===== config.mk =====
export PLATFORM = sky130hd
export DESIGN_NAME = jk_cmd_driver
export DESIGN_NICKNAME = d
export VERILOG_FILES = /design/src/rtl/jk_cmd_driver.sv
export SDC_FILE = /design/constraint.sdc
export NUM_CORES = 1
export LEC_CHECK = 0
export ABC_AREA = 1
export BUFFER_PORTS_ARGS = -buffer_cell sky130_fd_sc_hd__buf_2
export CAP_MARGIN = 20
export CORE_ASPECT_RATIO = 1.75
export CORE_UTILIZATION = 55
export CTS_CLUSTER_SIZE = 40
export DETAILED_ROUTE_END_ITERATION = 6
export HOLD_SLACK_MARGIN = 0.12
export PLACE_DENSITY = 0.8
export SLEW_MARGIN = 20
export SYNTH_ARGS = -nofsm -noshare
export SYNTH_HDL_FRONTEND = slang
export SYNTH_SLANG_ARGS = --single-unit

===== constraint.sdc =====
create_clock -name clk -period 3.35 [get_ports clk]
set_clock_uncertainty 0.05 [all_clocks]
set_input_delay 0.1675 -clock clk [delete_from_list [all_inputs] [get_ports clk]]
set_output_delay 0.1675 -clock clk [all_outputs]
set_load 0.02 [all_outputs]

===== src/rtl/jk_cmd_driver.sv =====
`default_nettype none
// ============================================================================
//  Module   : jk_cmd_driver
//  Purpose  : Command front end for a jk_ff. It buffers set/clear/toggle/hold
//             commands in a small FIFO and drives j/k for one clock per
//             command. It also keeps a shadow copy of the expected q and
//             checks the flop's q feedback in the cycle after each drive.
//  Revision : 1.0  initial release
// ============================================================================
module jk_cmd_driver #(
   parameter int DEPTH = 4,
   parameter int CNT_W = 8
) (
   input  logic             clk,
   input  logic             rst,
   input  logic             cmd_valid,
   output logic             cmd_ready,
   input  logic [1:0]       cmd,
   input  logic             q_fb,
   output logic             j,
   output logic             k,
   output logic             exp_q,
   output logic             busy,
   output logic             done,
   output logic             mismatch,
   output logic [CNT_W-1:0] err_cnt
);

   localparam int             c_ptr_w = $clog2(DEPTH);
   localparam logic [c_ptr_w:0] c_full = (c_ptr_w+1)'(DEPTH);

   localparam logic [1:0] c_idle  = 2'd0;
   localparam logic [1:0] c_drive = 2'd1;
   localparam logic [1:0] c_check = 2'd2;

   // FIFO storage and bookkeeping
   logic [1:0]         mem_q [DEPTH];
   logic [c_ptr_w-1:0] wr_ptr_q, wr_ptr_d;
   logic [c_ptr_w-1:0] rd_ptr_q, rd_ptr_d;
   logic [c_ptr_w:0]   count_q, count_d;

   // FSM and output registers
   logic [1:0]       state_q, state_d;
   logic             j_q, j_d;
   logic             k_q, k_d;
   logic             shadow_q, shadow_d;
   logic             mismatch_q, mismatch_d;
   logic [CNT_W-1:0] err_cnt_q, err_cnt_d;

   logic       fifo_nempty;
   logic       push;
   logic       pop;
   logic [1:0] head;

   // Ready is derived from the registered count alone, so a pop in the same
   // cycle never opens a slot for a push while the FIFO is full.
   assign cmd_ready   = (count_q != c_full);
   assign fifo_nempty = (count_q != '0);
   assign push        = cmd_valid && cmd_ready;
   assign pop         = fifo_nempty && ((state_q == c_idle) || (state_q == c_check));
   assign head        = mem_q[rd_ptr_q];

   assign j        = j_q;
   assign k        = k_q;
   assign exp_q    = shadow_q;
   assign mismatch = mismatch_q;
   assign err_cnt  = err_cnt_q;
   assign done     = (state_q == c_check);
   assign busy     = fifo_nempty || (state_q != c_idle);

   // FIFO pointer and occupancy update
   always_comb begin
      wr_ptr_d = wr_ptr_q;
      rd_ptr_d = rd_ptr_q;
      count_d  = count_q;
      if (push) wr_ptr_d = wr_ptr_q + c_ptr_w'(1);
      if (pop)  rd_ptr_d = rd_ptr_q + c_ptr_w'(1);
      if (push && !pop) begin
         count_d = count_q + (c_ptr_w+1)'(1);
      end else if (pop && !push) begin
         count_d = count_q - (c_ptr_w+1)'(1);
      end
   end

   // FIFO storage write; contents need no reset since pointers gate reads
   always_ff @(posedge clk) begin
      if (push) mem_q[wr_ptr_q] <= cmd;
   end

   // Next-state logic: IDLE -> DRIVE -> CHECK -> (DRIVE | IDLE)
   always_comb begin
      state_d = state_q;
      case (state_q)
         c_idle:  if (fifo_nempty) state_d = c_drive;
         c_drive: state_d = c_check;
         c_check: state_d = fifo_nempty ? c_drive : c_idle;
         default: state_d = c_idle;
      endcase
   end

   // Output/datapath logic: j/k launch, shadow q update, feedback check
   always_comb begin
      j_d        = 1'b0;
      k_d        = 1'b0;
      shadow_d   = shadow_q;
      mismatch_d = mismatch_q;
      err_cnt_d  = err_cnt_q;
      // j/k carry a code only for the cycle after a pop, i.e. in DRIVE
      if (pop) begin
         j_d = head[1];
         k_d = head[0];
      end
      // Shadow follows the flop on the same edge that closes DRIVE
      if (state_q == c_drive) begin
         case ({j_q, k_q})
            2'b01:   shadow_d = 1'b0;
            2'b10:   shadow_d = 1'b1;
            2'b11:   shadow_d = ~shadow_q;
            default: shadow_d = shadow_q;
         endcase
      end
      if ((state_q == c_check) && (q_fb != shadow_q)) begin
         mismatch_d = 1'b1;
         if (err_cnt_q != {CNT_W{1'b1}}) err_cnt_d = err_cnt_q + CNT_W'(1);
      end
   end

   // State register with asynchronous active-low reset
   always_ff @(posedge clk or negedge rst) begin
      if (!rst) begin
         state_q    <= c_idle;
         wr_ptr_q   <= '0;
         rd_ptr_q   <= '0;
         count_q    <= '0;
         j_q        <= 1'b0;
         k_q        <= 1'b0;
         shadow_q   <= 1'b0;
         mismatch_q <= 1'b0;
         err_cnt_q  <= '0;
      end else begin
         state_q    <= state_d;
         wr_ptr_q   <= wr_ptr_d;
         rd_ptr_q   <= rd_ptr_d;
         count_q    <= count_d;
         j_q        <= j_d;
         k_q        <= k_d;
         shadow_q   <= shadow_d;
         mismatch_q <= mismatch_d;
         err_cnt_q  <= err_cnt_d;
      end
   end

endmodule
`default_nettype wire


==> reports/metrics.cfg <==
[clocking]
number_of_cts_inserted_buffers=5
worst_skew_pair_latency_ps=280
path_clk_slew_ps=60
buffer_levels_on_the_longest_clock_path=2
cts-htree-levels=2
root_buffer=clkbuf_8
numClockSinks=29
cts_setup_buffers=0
clock_tree_from_tritoncts=built

[route]
first_iter_violations=25
drcViolationCount=0
vias=1093
wire_per_inst_um=11.61
antenna_left=0
drtPass1Iterations=4
vias_per_cell=4.991
drt-total-wl_um=2543

[timing]
period_share_pct=61.41
drv_slew=0
hold_viol_final=0
achievable-frequency_mhz=486.1
report.final.setup_viol=0
setup_tns_after_final_layout_ps=0
tightest_slew_ps=459.4
final_period_minus_worst_setup_slack_ps=2057
max_slew_headroom_at_the_worst_pin_pct=69.37
rsz0062_at_grt=no
finalWorstSetupSlack_ps=1293

[placement]
io_buffer_count=20
placed_cells=208
place.gp.congestion=0.7550
place_area_um2=1572
dp.final_hpwl_um=1935
pre_cts_ws_ps=1308

[outcome]
status=finished clean

[grt]
grt.total_usage_pct=22.26
largest_net_degree_at_the_start_of_global_routing=22
wire_length_of_the_first_global_routing_pass_um=4167
gr_ovfl_total=0
grt_antenna_before_repair=0
first_global_vias=1016

[finish]
fillerInstances=190
final_util_pct=67.92
finish.cell_count_without_fillers=219
syn2layout_area_growth_pct=17.65
nets=205
layout-drive-gt1-share_pct=21.24
final_cell_area_um2=1693
n_antenna_cell=0

[floorplan]
dieWidth_um=40.67
core_um2=2492
effective_utilization_at_floorplan_pct=57.73
floorplan.die.height_um=69.66
top_level_ports=21
die-area_um2=2833
number_of_rows_in_the_core_area=24

[worst_setup_path]
master_of_the_slowest_instance_on_the_critical_path=dfrtp_1
critical_path.cell_chain=inv_1 > nand3_1 > nand2_1 > ha_1 > inv_1 > fa_1 > or2_0 > nand2_1 > xor2_1
path_max_fanout=6
timing.critical_path.from_type=register
timing.critical_path.arrival_ps=2200
crit_type=register to register
critPathTopFamily=simple AND/OR/NAND/NOR gates
worst-path-buf-inv=2
longest_individual_stage_delay_on_the_worst_path_ps=400
crit_path_end_kind=register
cp_data_required_time_ps=3500

[power]
vdd_ir_drop_max_mv=0.4922
cell_pwr_density_nw_per_um2=843.4
leakage_nw=0.8585

[synth]
synth_area_per_cell_um2=8.882
synthesized_cell_area_um2=1439
synth-seq-cells=29
postSynthNetCount=175
synth.yosys.warnings=0
yosysSeqAreaShare_pct=53.22
netlist_instances=162
netlist-cell-type-count=22

[flow_run]
max_cap_viols=0

[hold_path]
holdCritPathClass=input pin to register

through the flow:
| stage | total power [W] | hold WS, ps |
|---|---|---|
| after floorplan | 0.0009835 | -178.1 |
| after global placement | 0.001106 | 91.32 |
| after detailed placement | 0.001149 | 96.09 |
| after CTS | 0.001443 | 245.1 |
| after global routing | 0.001554 | 292.8 |
| final | 0.001428 | 253.5 |
worst min-delay path, cell delays in order:
cell and delay (ps):
buf_2 70, nand2_1 140, inv_2 110, o21ai_1 60
cell usage after synthesis (all sizes together):
| master | n | area, µm² |
|---|---|---|
| ha | 6 | 75.07 |
| fa | 1 | 20.02 |
| nor2 | 20 | 87.58 |
| nand3 | 8 | 50.05 |
| xor2 | 4 | 35.03 |
| inv | 27 | 101.4 |
| dfrtp | 21 | 525.5 |
| xnor2 | 3 | 26.28 |
| a21oi | 4 | 20.02 |
| o21ai | 8 | 40.04 |
| nand2 | 49 | 196.4 |
| o2bb2ai | 1 | 8.760 |
| edfxtp | 8 | 240.2 |
| or2 | 2 | 12.52 |
placed cells by master (no fill, tap or decap), drive strengths merged:
| cell type | instances |
|---|---|
| nand2 | 49 |
| inv | 27 |
| dfrtp | 21 |
| buf | 20 |
| nor2 | 20 |
| edfxtp | 8 |
| nand3 | 8 |
| o21ai | 8 |
| ha | 6 |
| clkbuf | 6 |
| a21oi | 4 |
| xor2 | 4 |
| xnor2 | 3 |
| dlygate4sd3 | 3 |
| or2 | 2 |
| clkinv | 2 |
| o2bb2ai | 1 |
| fa | 1 |
cell families (layout without fill, tap and decap cells):
kind of cell / after synthesis / after routing / synth area share, %
DFF: 29 / 29 / 53.22
AOI/OAI and AO/OA: 13 / 13 / 4.783
adders and majority gates: 7 / 7 / 6.609
buffers and inverters: 27 / 58 / 7.044
and+or+nand+nor: 79 / 79 / 24.09
xor gates and xnor gates: 7 / 7 / 4.261
worst paths after layout:
kind	start	endpoint	slack (ps)	depth (start not counted)
min in group asynchronous	rst	err_cnt[6]$_DFFE_PN0P_	330	2
max in group asynchronous	rst	count_q[1]$_DFFE_PN0P_	2590	2
hold / removal	cmd_valid	wr_ptr_q[1]$_DFFE_PN0P_	250	4
setup reg to reg	count_q[2]$_DFFE_PN0P_	count_q[2]$_DFFE_PN0P_	1290	9
setup / recovery	count_q[2]$_DFFE_PN0P_	count_q[2]$_DFFE_PN0P_	1290	9
hold reg to reg	mismatch$_DFFE_PN0P_	mismatch$_DFFE_PN0P_	410	1
timing repair:
| action | in CTS | in global routing |
|---|---|---|
| endpoints found under the setup margin | 0 | 0 |
| hold endpoints to repair | 29 | 0 |
| gates resized for setup | 0 | 0 |
| hold buffers | 3 | 0 |
power by group:
group          switching [W]  internal, W  leakage (nW)
registers           0.000102     0.000484         0.334
logic               0.000353     0.000204         0.476
clock network       0.000123     0.000162        0.0486
flip-flops by register name, indices dropped and copies added, names as in the netlist:
register  cells
err_cnt       8
mem_q         8
count_q       3
rd_ptr_q      2
state_q       2
wr_ptr_q      2
exp_q         1
j             1
k             1
mismatch      1
cell type report:
| class | instances | area (µm²) | share of cell area [%] |
|---|---|---|---|
| multi-input combinational | 106 | 571.8 | 33.78 |
| tap | 26 | 32.53 | 1.922 |
| inverter | 27 | 101.3 | 5.987 |
| sequential | 29 | 765.7 | 45.23 |
| timing repair buffer | 23 | 130.1 | 7.687 |
| clock buffer | 6 | 82.58 | 4.878 |
| clock inverter | 2 | 8.758 | 0.5174 |
metal layers:
metal / up-vias / wire (µm) / global-route usage, %
met2: 24 / 1370 / 35.45
met4: 0 / 61 / 11.85
met5: - / 0 / 0
li1: 554 / - / -
met3: 5 / 91 / 6.731
met1: 510 / 1021 / 24.61
No activity file was read; power rests on OpenSTA's default activity.
